[src/rtl/imem_port_arbiter_if.sv]
// Instruction RAM port bundle: CPU fetch (read), loader (write), RAM side.
// slave = arbiter side; master = requesters and RAM side.
interface imem_port_arbiter_if #(
    parameter int WORD_AW = 10
);
    logic               if_req;
    logic [31:0]        if_addr;
    logic [31:0]        if_rdata;
    logic               if_rvalid;
    logic               ld_req;
    logic [31:0]        ld_addr;
    logic [31:0]        ld_wdata;
    logic               ld_ack;
    logic               mem_en;
    logic               mem_we;
    logic [WORD_AW-1:0] mem_addr;
    logic [31:0]        mem_wdata;
    logic [31:0]        mem_rdata;
    logic               err_oor;

    modport slave (
        input  if_req, if_addr, ld_req, ld_addr,
        input  ld_wdata, mem_rdata,
        output if_rdata, if_rvalid, ld_ack,
        output mem_en, mem_we, mem_addr,
        output mem_wdata, err_oor
    );

    modport master (
        output if_req, if_addr, ld_req, ld_addr,
        output ld_wdata, mem_rdata,
        input  if_rdata, if_rvalid, ld_ack,
        input  mem_en, mem_we, mem_addr,
        input  mem_wdata, err_oor
    );
endinterface

[src/rtl/imem_port_arbiter.sv]
// Arbitrates the single-port instruction RAM between fetch and loader.
// Ports: clk, reset (sync, active-high), bus (imem_port_arbiter_if.slave).
module imem_port_arbiter #(
    parameter int          WORD_AW    = 10,
    parameter int          MEM_DEPTH  = 1001,
    parameter int          STARVE_MAX = 4,
    parameter logic [31:0] NOP_INSTR  = 32'h0000_0013
) (
    input  logic                 clk,
    input  logic                 reset,
    imem_port_arbiter_if.slave   bus
);
    localparam int SW = $clog2(STARVE_MAX + 1);

    typedef enum logic [2:0] {
        S_IDLE,
        S_WR,
        S_RD_ISSUE,
        S_RD_WAIT,
        S_RD_DONE
    } state_t;

    state_t             r_state;
    logic [SW-1:0]      r_starve;
    logic               r_rd_oor;
    logic               r_mem_en;
    logic               r_mem_we;
    logic [WORD_AW-1:0] r_mem_addr;
    logic [31:0]        r_mem_wdata;
    logic               r_ld_ack;
    logic               r_if_rvalid;
    logic [31:0]        r_if_rdata;
    logic               r_err_oor;

    logic               w_if_oor;
    logic               w_ld_oor;
    logic               w_fetch_win;
    logic               w_unused;

    assign w_if_oor = {2'b00, bus.if_addr[31:2]} >= 32'(MEM_DEPTH);
    assign w_ld_oor = {2'b00, bus.ld_addr[31:2]} >= 32'(MEM_DEPTH);
    assign w_unused = ^{bus.if_addr[1:0], bus.ld_addr[1:0]};

    // Loader wins ties until fetch has lost STARVE_MAX in a row.
    assign w_fetch_win = bus.if_req &&
        (!bus.ld_req || r_starve == SW'(STARVE_MAX));

    always_ff @(posedge clk) begin
        if (reset) begin
            r_state     <= S_IDLE;
            r_starve    <= '0;
            r_rd_oor    <= 1'b0;
            r_mem_en    <= 1'b0;
            r_mem_we    <= 1'b0;
            r_mem_addr  <= '0;
            r_mem_wdata <= '0;
            r_ld_ack    <= 1'b0;
            r_if_rvalid <= 1'b0;
            r_if_rdata  <= '0;
            r_err_oor   <= 1'b0;
        end else begin
            r_mem_en    <= 1'b0;
            r_mem_we    <= 1'b0;
            r_ld_ack    <= 1'b0;
            r_if_rvalid <= 1'b0;
            unique case (r_state)
                S_IDLE: begin
                    if (w_fetch_win) begin
                        r_state  <= S_RD_ISSUE;
                        r_starve <= '0;
                        r_rd_oor <= w_if_oor;
                        if (w_if_oor) begin
                            r_err_oor <= 1'b1;
                        end else begin
                            r_mem_en   <= 1'b1;
                            r_mem_addr <= bus.if_addr[WORD_AW+1:2];
                        end
                    end else if (bus.ld_req) begin
                        r_state  <= S_WR;
                        r_ld_ack <= 1'b1;
                        if (bus.if_req)
                            r_starve <= r_starve + 1'b1;
                        if (w_ld_oor) begin
                            r_err_oor <= 1'b1;
                        end else begin
                            r_mem_en    <= 1'b1;
                            r_mem_we    <= 1'b1;
                            r_mem_addr  <= bus.ld_addr[WORD_AW+1:2];
                            r_mem_wdata <= bus.ld_wdata;
                        end
                    end
                end
                S_WR:       r_state <= S_IDLE;
                S_RD_ISSUE: r_state <= S_RD_WAIT;
                S_RD_WAIT: begin
                    r_if_rdata  <= r_rd_oor ? NOP_INSTR
                                            : bus.mem_rdata;
                    r_if_rvalid <= 1'b1;
                    r_state     <= S_RD_DONE;
                end
                S_RD_DONE:  r_state <= S_IDLE;
                default:    r_state <= S_IDLE;
            endcase
        end
    end

    assign bus.mem_en    = r_mem_en;
    assign bus.mem_we    = r_mem_we;
    assign bus.mem_addr  = r_mem_addr;
    assign bus.mem_wdata = r_mem_wdata;
    assign bus.ld_ack    = r_ld_ack;
    assign bus.if_rvalid = r_if_rvalid;
    assign bus.if_rdata  = r_if_rdata;
    assign bus.err_oor   = r_err_oor;
endmodule

[src/flat_wrapper.sv]
// flat-port wrapper written by rule: the top's interface ports become plain ports
module imem_port_arbiter_flat 
#(
    parameter int          WORD_AW    = 10,
    parameter int          MEM_DEPTH  = 1001,
    parameter int          STARVE_MAX = 4,
    parameter logic [31:0] NOP_INSTR  = 32'h0000_0013
)
  (clk, reset, bus_if_req, bus_if_addr, bus_ld_req, bus_ld_addr, bus_ld_wdata, bus_mem_rdata, bus_if_rdata, bus_if_rvalid, bus_ld_ack, bus_mem_en, bus_mem_we, bus_mem_addr, bus_mem_wdata, bus_err_oor);
  imem_port_arbiter_if #(.WORD_AW(WORD_AW)) bus_i ();
  input  logic clk;
  input  logic reset;
  input wire logic [$bits(bus_i.if_req)-1:0] bus_if_req;
  input wire logic [$bits(bus_i.if_addr)-1:0] bus_if_addr;
  input wire logic [$bits(bus_i.ld_req)-1:0] bus_ld_req;
  input wire logic [$bits(bus_i.ld_addr)-1:0] bus_ld_addr;
  input wire logic [$bits(bus_i.ld_wdata)-1:0] bus_ld_wdata;
  input wire logic [$bits(bus_i.mem_rdata)-1:0] bus_mem_rdata;
  output wire logic [$bits(bus_i.if_rdata)-1:0] bus_if_rdata;
  output wire logic [$bits(bus_i.if_rvalid)-1:0] bus_if_rvalid;
  output wire logic [$bits(bus_i.ld_ack)-1:0] bus_ld_ack;
  output wire logic [$bits(bus_i.mem_en)-1:0] bus_mem_en;
  output wire logic [$bits(bus_i.mem_we)-1:0] bus_mem_we;
  output wire logic [$bits(bus_i.mem_addr)-1:0] bus_mem_addr;
  output wire logic [$bits(bus_i.mem_wdata)-1:0] bus_mem_wdata;
  output wire logic [$bits(bus_i.err_oor)-1:0] bus_err_oor;
  assign bus_i.if_req = bus_if_req;
  assign bus_i.if_addr = bus_if_addr;
  assign bus_i.ld_req = bus_ld_req;
  assign bus_i.ld_addr = bus_ld_addr;
  assign bus_i.ld_wdata = bus_ld_wdata;
  assign bus_i.mem_rdata = bus_mem_rdata;
  assign bus_if_rdata = bus_i.if_rdata;
  assign bus_if_rvalid = bus_i.if_rvalid;
  assign bus_ld_ack = bus_i.ld_ack;
  assign bus_mem_en = bus_i.mem_en;
  assign bus_mem_we = bus_i.mem_we;
  assign bus_mem_addr = bus_i.mem_addr;
  assign bus_mem_wdata = bus_i.mem_wdata;
  assign bus_err_oor = bus_i.err_oor;
  imem_port_arbiter #(.WORD_AW(WORD_AW), .MEM_DEPTH(MEM_DEPTH), .STARVE_MAX(STARVE_MAX), .NOP_INSTR(NOP_INSTR)) u_core (.clk(clk), .reset(reset), .bus(bus_i));
endmodule
[config.mk]
export PLATFORM = sky130hd
export DESIGN_NAME = imem_port_arbiter_flat
export DESIGN_NICKNAME = d
export VERILOG_FILES = /design/src/rtl/imem_port_arbiter_if.sv /design/src/rtl/imem_port_arbiter.sv /design/src/flat_wrapper.sv
export SDC_FILE = /design/constraint.sdc
export NUM_CORES = 1
export LEC_CHECK = 0
export CORE_MARGIN = 2
export CORE_UTILIZATION = 33
export DETAILED_ROUTE_END_ITERATION = 8
export PLACE_DENSITY = 0.88
export SLEW_MARGIN = 20
export SYNTH_ARGS = -nofsm -noshare
export SYNTH_HDL_FRONTEND = slang
export SYNTH_SLANG_ARGS = --single-unit
[constraint.sdc]
create_clock -name clk -period 1.8 [get_ports clk]
set_input_delay 0.18 -clock clk [delete_from_list [all_inputs] [get_ports clk]]
set_output_delay 0.18 -clock clk [all_outputs]
set_load 0.02 [all_outputs]
==> results.md, run 1 <==
- Status: finished with violations
- Violated checks: setup timing
- Number of diodes: 0
- First-pass iteration count of the detailed router: 4
- Tightest Hold Check Type: primary input to flop
- CP Max Fanout: 6
- Number of CTS-inserted buffers: 9
- Count of maximum capacitance violations: 0
- Highest clock rate: roughly 520 MHz
- Number of antenna violations at the first check in global routing: 0
- Number of warnings issued by yosys: 0
- Final Critical Period: ~1900 ps
- Hold Fails Final Rpt: 0
- Area inside the core boundary: between 9000 and 10000 um^2
- Clock tree from TritonCTS: done
- Largest cells by area after synthesis: sky130_fd_sc_hd__dfxtp_1 (51%), sky130_fd_sc_hd__mux2i_1 (9.5%), sky130_fd_sc_hd__a22o_1 (7.5%), sky130_fd_sc_hd__nor2_1 (5.0%), sky130_fd_sc_hd__a211oi_2 (3.7%)
- Count of standard-cell rows: 36
- Clk_lat worst skew: around 350 ps
- Via-to-Cell Ratio: 4.852
- Area fraction of the dominant cell type after synthesis: 0.5094
- Inst Count DP: 670
- Via total after detailed routing: 3367
- Avg Inst Size Synth: 10.56 um^2
- Ports placed on the boundary: approximately 210
- DR DRC count: 0
- Final weighted congestion in routability-driven placement: ~0.8
- Dominant cell type by area after synthesis: sky130_fd_sc_hd__dfxtp_1
- Layout overhead on the synthesized area: 84.08%
- Root Driver: sky130_fd_sc_hd__clkbuf_8
- Effective utilization at floorplan: 0.3426
- Worst-case clock buffer depth: 2
- Clock-pin transition on the worst setup and hold timing paths: ~90 ps
- Startpoint of the lowest-slack hold path: reset
- Routed wire length per instance: about 16 um
- Required time reported for the critical path endpoint: a little over 2000 ps
- Starting DRC count in detailed routing: 86
- Crit end category: flop
- Critical path origin: u_core.r_starve[1]
- Remaining max-slew budget at the tightest pin: 0.7776
- Pin count of the biggest net entering global routing: 31
- Setup repair after global routing missed its margin: true
- Slew of the pin with the lowest slew margin: between 300 and 400 ps
- Number of synthesized register bits: 86
- Post-synth ARST share: 0
- Portion of the clock cycle consumed by the worst path in the final layout: 1.071
- Cell leakage power: between 2 and 2.5 nW
- Number of standard cells in the final layout excluding fillers: roughly 690
- Final setup violation count: 45
- Vias in the first global route: roughly 3700
- Vertical extent of the die: around 110 um
- Antenna Nets Post-Route: 0
- Data arrival, critical path: between 2000 and 2500 ps
- Clock sinks: between 80 and 90
- Critical Path Source Type: flop
- Number of buffers added on ports: 206
- Number of synthesized flops with an enable pin: 0
- Launch point of the worst reg-to-reg path: u_core.r_starve[1]
- Cell variety after synth: 37
- Number of buffers added to fix hold violations after cts: 0
- Layout cells sized above 1: 0.1836
- Final Max Slew Viols: 0
- Syn Inst Count: between 300 and 400
- Least setup slack across all paths after layout: -128.5 ps
- Primary flip-flop cell chosen by synthesis mapping: sky130_fd_sc_hd__dfxtp_1
- Worst clock skew on the final layout: about 10 ps
- GR Overflow Total: 0
- Critical setup path kind: flop to flop
- Number of levels in the clock H-tree: 3
- First-pass GRT wire length: around 18 mm
- Post-synthesis instance area: around 3400 um^2
- Max rail drop VDD: 0.3671 mV
- Syn_nets: around 450
- Dpl hpwl: a little over 8 mm
- Die X-Extent: roughly 110 um
- Die area: 11070 um^2
- Total track usage: 0.2023
- WL final: roughly 11 mm
- Post-Place Setup Slack: -554.5 ps
- Layout net count: 690
- Sum Neg Setup Slack: -3299 ps
- Power per cell area: 609.7 nW/um^2
- Sequential element share of the synthesized area: 0.5094
-- critical path, stage by stage, from the launching register on --
cell                      delay [ps]
sky130_fd_sc_hd__dfxtp_2         340
sky130_fd_sc_hd__inv_2            40
sky130_fd_sc_hd__ha_4            150
sky130_fd_sc_hd__a21bo_4         230
sky130_fd_sc_hd__a32oi_2         190
sky130_fd_sc_hd__and4b_2         340
sky130_fd_sc_hd__buf_6           140
sky130_fd_sc_hd__buf_12          130
sky130_fd_sc_hd__mux2i_1         210
sky130_fd_sc_hd__nor2_1           50
-- state kept, by name (all words and copies together) (netlist names) --
| register | cells |
|---|---|
| u_core.r_starve | 3 |
| u_core.bus.mem_addr | 10 |
| u_core.r_rd_oor | 1 |
| u_core.bus.if_rvalid | 1 |
| u_core.bus.mem_we | 1 |
| u_core.bus.mem_wdata | 32 |
| u_core.bus.if_rdata | 32 |
| u_core.bus.ld_ack | 1 |
| u_core.bus.err_oor | 1 |
| u_core.bus.mem_en | 1 |
| u_core.r_state | 3 |
-- synth_stat cells (2+ instances only) --
library cell                n
sky130_fd_sc_hd__a211oi_1  13
sky130_fd_sc_hd__a211oi_2  10
sky130_fd_sc_hd__a21oi_1    5
sky130_fd_sc_hd__a22o_1    29
sky130_fd_sc_hd__and3_1     2
sky130_fd_sc_hd__buf_12     3
sky130_fd_sc_hd__buf_2      2
sky130_fd_sc_hd__buf_6      2
sky130_fd_sc_hd__clkbuf_1  14
sky130_fd_sc_hd__dfxtp_1   86
sky130_fd_sc_hd__ha_1       2
sky130_fd_sc_hd__inv_1     15
sky130_fd_sc_hd__mux2_1     7
sky130_fd_sc_hd__mux2_2     3
sky130_fd_sc_hd__mux2i_1   32
sky130_fd_sc_hd__nand2_1    7
sky130_fd_sc_hd__nand3_1    4
sky130_fd_sc_hd__nor2_1    45
sky130_fd_sc_hd__nor3_1     7
sky130_fd_sc_hd__nor4_1    12
sky130_fd_sc_hd__or4_1      4
-- report_power, final --
group	leakage (nW)	internal, mW	switching [mW]
Combinational	1.43	0.358	0.226
Clock	0.0901	0.552	0.711
Sequential	0.695	1.93	0.0170
-- cell type report --
| type | count | area (um^2) |
|---|---|---|
| Clock inverter | 5 | 42.54 |
| Sequential cell | 86 | 1724 |
| Clock buffer | 11 | 141.4 |
| Timing Repair Buffer | 246 | 2426 |
| Tap cell | 133 | 166.4 |
| Multi-Input combinational cell | 198 | 1664 |
| Inverter | 15 | 56.30 |
| Fill cell | 764 | 3643 |
-- what timing repair did --
action | CTS | global route
buffers inserted | 9 | 1
pin swaps | 11 | 24
resized for setup | 33 | 14
cloned | 5 | 0
endpoints found under the setup margin | 45 | 45
-- through the flow --
| stage | instance area, um^2 | total power, mW | utilization | hold slack, ps |
|---|---|---|---|---|
| 4_1_cts | 6275 | 3.831 | 0.6361 | 185.6 |
| 2_1_floorplan | 3461 | 2.144 | - | 272.5 |
| 3_5_place_dp | 5792 | 2.546 | 0.5871 | 462.4 |
| 5_1_grt | 6221 | 3.954 | 0.6306 | 213.7 |
| 3_3_place_gp | 5792 | 2.532 | 0.5871 | 458.1 |
| 6_report | 6221 | 3.793 | 0.6306 | 196.7 |
-- routing by layer --
metal  global-route usage  vias up  part of all wire
li1                     -     1626                 -
met2               0.3848      139              0.53
met5                    0        -                 0
met3              0.05864       15             0.061
met1               0.2073     1587              0.39
met4              0.07238        0             0.017
-- layout by cell type (no fill, tap or decap), drive strengths merged --
master and count:
a211oi 23, a21bo 1, a21o 2, a21oi 5, a22o 29, a31oi 1, a32o 1, a32oi 1
and2 1, and3 2, and4b 1, buf 41, clkbuf 11, clkdlybuf4s50 196, clkinv 3, clkinvlp 1
dfxtp 86, dlygate4sd2 9, ha 2, inv 16, mux2 10, mux2i 32, nand2 7, nand3 4
nor2 45, nor3 7, nor4 13, o211a 1, o211ai 1, o21a 1, o21ai 1, or2 1
or3 1, or4 5
-- final timing paths --
path	to	slack, ps	cells after the start
worst max-delay path	u_core.bus.mem_wdata[23]	-130	9
worst max register to register	u_core.bus.mem_wdata[23]	-130	9
worst min-delay path	u_core.r_starve[0]	200	2
worst min register to register	u_core.bus.mem_addr[4]	470	2
-- cells by family after synthesis --
| family | count (synthesis) | synth area share |
|---|---|---|
| compound gates | 66 | 0.1699 |
| fa+ha+maj | 2 | 0.007403 |
| buf+inv | 37 | 0.06072 |
| flops | 86 | 0.5094 |
| mux | 42 | 0.1281 |
| simple gates | 87 | 0.1244 |
Power figures use the tool's default switching activity.
==> run 2: changes to the inputs <==
==> constraint.sdc (replaced) <==
create_clock -name clk -period 1.8 [get_ports clk]
set_input_delay 0.36 -clock clk [delete_from_list [all_inputs] [get_ports clk]]
set_output_delay 0.36 -clock clk [all_outputs]
set_load 0.02 [all_outputs]
==> run 2 against run 1 <==
The run still ends with setup timing left. Cell count is 0.29% higher. Critical path type unchanged. Sequential share of layout area shrank 0.41 points. Via count grew 0.62%. Die area did not move. Worst setup slack got worse by 20 ps.
==> results.md, run 2 (same netlist as run 1, synthesis figures left out) <==
- Portion of the clock cycle consumed by the worst path in the final layout: 1.083 (+0.01128)
- Final Max Slew Viols: 0 (unchanged)
- Final setup violation count: 46 (+2.2%)
- Layout overhead on the synthesized area: 86.82%
- Launch point of the worst reg-to-reg path: u_core.r_starve[1]
- Crit end category: flop
- Violated checks: setup timing
- Die area: 11070 um^2 (unchanged)
- Most used cells in the layout excluding fill and tap cells: sky130_fd_sc_hd__clkdlybuf4s50_1 (170), sky130_fd_sc_hd__dfxtp_1 (84), sky130_fd_sc_hd__nor2_1 (43)
- Starting DRC count in detailed routing: 88 (+2.3%)
- Antenna Nets Post-Route: 0 (unchanged)
- Die X-Extent: 105.2 um (unchanged)
- Final Critical Period: 1949 ps (+20.31 ps)
- Cells on worst reg2reg path: 9 (unchanged)
- Highest clock rate: 513.1 MHz (-1.0%)
- Net Sw Power: 0.9531 mW (-0.14%)
- Data arrival, critical path: 2200 ps (+30 ps)
- Sequential group share of total power: 0.522 (+0.009)
- Pin count of the biggest net entering global routing: 33 (+6.5%)
- R2R Path End: u_core.bus.mem_addr[9]
- Cell area after placement: 5758 um^2 (-0.58%)
- Total track usage: 0.2034 (+0.001157)
- Layout cells sized above 1: 0.2043 (+0.02066)
- Worst setup path endpoint: u_core.bus.mem_addr[9]
- Critical path origin: u_core.r_starve[1]
- Critical Path Source Type: flop
- Dpl hpwl: 7.780 mm (-3.8%)
- Cell leakage power: 2.280 nW (+3.0%)
- Layout net count: 692 (+0.29%)
- Worst clock skew on the final layout: 8.324 ps (-1.826 ps)
- Cell depth of the worst hold path: 3 (+1)
- First-pass GRT wire length: 17.97 mm (+0.39%)
- Post-layout total power: 3.731 mW (-1.6%)
- Clock tree from TritonCTS: done
- Routed wire length per instance: 15.93 um (-2.5%)
- Post-Place Setup Slack: -808.2 ps (-253.7 ps)
- WL final: 11.09 mm (-2.2%)
- Count of standard-cell rows: 36 (unchanged)
- Final weighted congestion in routability-driven placement: 0.8417 (+5.8%)
- Vias in the first global route: 3683 (-1.4%)
- Clock sinks: 86 (unchanged)
- Number of antenna violations at the first check in global routing: 0 (unchanged)
- Effective utilization at floorplan: 0.3426 (unchanged)
- Max rail drop VDD: 0.4669 mV (+27%)
- Hold Fails Final Rpt: 0 (unchanged)
- Setup repair after global routing missed its margin: true
- Slew of the pin with the lowest slew margin: 632.6 ps (+299.0 ps)
- Most common cell after layout, fill and taps aside: sky130_fd_sc_hd__clkdlybuf4s50_1
- Switch share: 0.2554 (+0.003814)
- GR Overflow Total: 0 (unchanged)
- Number of levels in the clock H-tree: 3 (unchanged)
- Critical setup path kind: flop to flop
- First-pass iteration count of the detailed router: 4 (unchanged)
- DR DRC count: 0 (unchanged)
- Internal power: 2.778 mW (-2.1%)
- Vertical extent of the die: 105.2 um (unchanged)
- Required time reported for the critical path endpoint: 2060 ps (+20 ps)
- Status: finished with violations
- Combinational share of power: 0.151 (-0.003)
- Power per cell area: 591.0 nW/um^2 (-3.1%)
- Post-route standard cell area excluding fillers: 6314 um^2 (+1.5%)
- Clk_lat worst skew: 340 ps (about the same)
- Root Driver: sky130_fd_sc_hd__clkbuf_8
- Clock share of power: 0.327 (-0.006)
- Tightest Hold Check Type: primary input to flop
- Share of the core filled with cells: 0.6400 (+0.009386)
- Count of maximum capacitance violations: 0 (unchanged)
- Via total after detailed routing: 3388 (+0.62%)
- Via-to-Cell Ratio: 4.868 (+0.33%)
- Clock-pin transition on the worst setup and hold timing paths: 90 ps (about the same)
- Number of buffers added on ports: 206 (unchanged)
- Number of diodes: 0 (unchanged)
- Reg2reg setup slack: -150 ps (-20 ps)
- Worst-case clock buffer depth: 2 (unchanged)
- Least setup slack across all paths after layout: -148.8 ps (-20.31 ps)
- Remaining max-slew budget at the tightest pin: 0.5773 (-0.2004)
- Ports placed on the boundary: 211 (unchanged)
- CP Max Fanout: 5 (-1)
- Area inside the core boundary: 9864 um^2 (unchanged)
- Number of CTS-inserted buffers: 9 (unchanged)
run 2: changes by cell type in the layout (fill, tap and decap cells not counted), sizes merged:
cell | before | now
clkdlybuf4s50 | 196 | 170
dlygate4sd2 | 9 | 30
buf | 41 | 45
clkinvlp | 1 | 3
dlymetal6s2s | 0 | 2
clkbuf | 11 | 10
clkdlybuf4s15 | 0 | 1
clkinv | 3 | 2
run 2: final cells by class:
type	count	area [um^2]
Inverter	15	56.30
Clock inverter	6	47.55
Sequential cell	86	1724
Clock buffer	10	127.6
Fill cell	767	3551
Multi-Input combinational cell	198	1724
Tap cell	133	166.4
Timing Repair Buffer	248	2467
run 2: per-stage QoR:
step / hold slack, ps / setup TNS, ps / std cells
detailed placement: 452.6 / -34430 / 662
floorplan: 447.5 / -3469 / 320
global route: 376.6 / -8758 / 696
global placement: 452.3 / -31000 / 662
finish: 394.3 / -4219 / 696
CTS: 361.7 / -4054 / 695
run 2: worst min path at each step:
stage	slack, ps	start	endpoint
after global routing	380	bus_ld_addr[4]	u_core.bus.mem_we
after global placement	450	u_core.bus.mem_addr[1]	u_core.bus.mem_addr[1]
after detailed placement	450	u_core.bus.mem_addr[1]	u_core.bus.mem_addr[1]
final	390	bus_ld_addr[4]	u_core.bus.mem_we
after CTS	360	bus_ld_addr[4]	u_core.bus.mem_we
after floorplan	450	u_core.r_starve[1]	u_core.r_starve[1]
run 2: metal layers:
metal | vias up | routed length [um] | global-route usage
met1 | 1572 | 4332 | 0.2154
met2 | 155 | 5576 | 0.3664
met3 | 30 | 854 | 0.06737
met5 | - | 0 | 0
met4 | 0 | 323 | 0.08571
li1 | 1631 | - | -
run 2: timing repair:
action / CTS / global route
buffers inserted: 12 / 3
cloned: 5 / 0
hold buffers: 0 / 0
setup endpoints to repair: 46 / 46
resized for setup: 76 / 11
pin swaps: 41 / 12
run 2: power groups by stage:
stage                     Combinational [mW]  Sequential [mW]  Clock (mW)
final                                  0.563             1.95        1.22
after global routing                   0.601             1.95        1.33
after CTS                              0.552             1.95        1.26
after detailed placement               0.551             1.99           0
after global placement                 0.538             1.99           0
after floorplan                        0.134             2.01           0
run 2: worst max-delay path, cell delays in order, from the launching register on:
cell                       delay, ps
sky130_fd_sc_hd__dfxtp_2         340
sky130_fd_sc_hd__inv_2            40
sky130_fd_sc_hd__ha_4            150
sky130_fd_sc_hd__a21bo_4         230
sky130_fd_sc_hd__a32oi_2         200
sky130_fd_sc_hd__buf_4           170
sky130_fd_sc_hd__nand3_4         120
sky130_fd_sc_hd__buf_4           170
sky130_fd_sc_hd__a21o_4          240
sky130_fd_sc_hd__a211oi_2        210
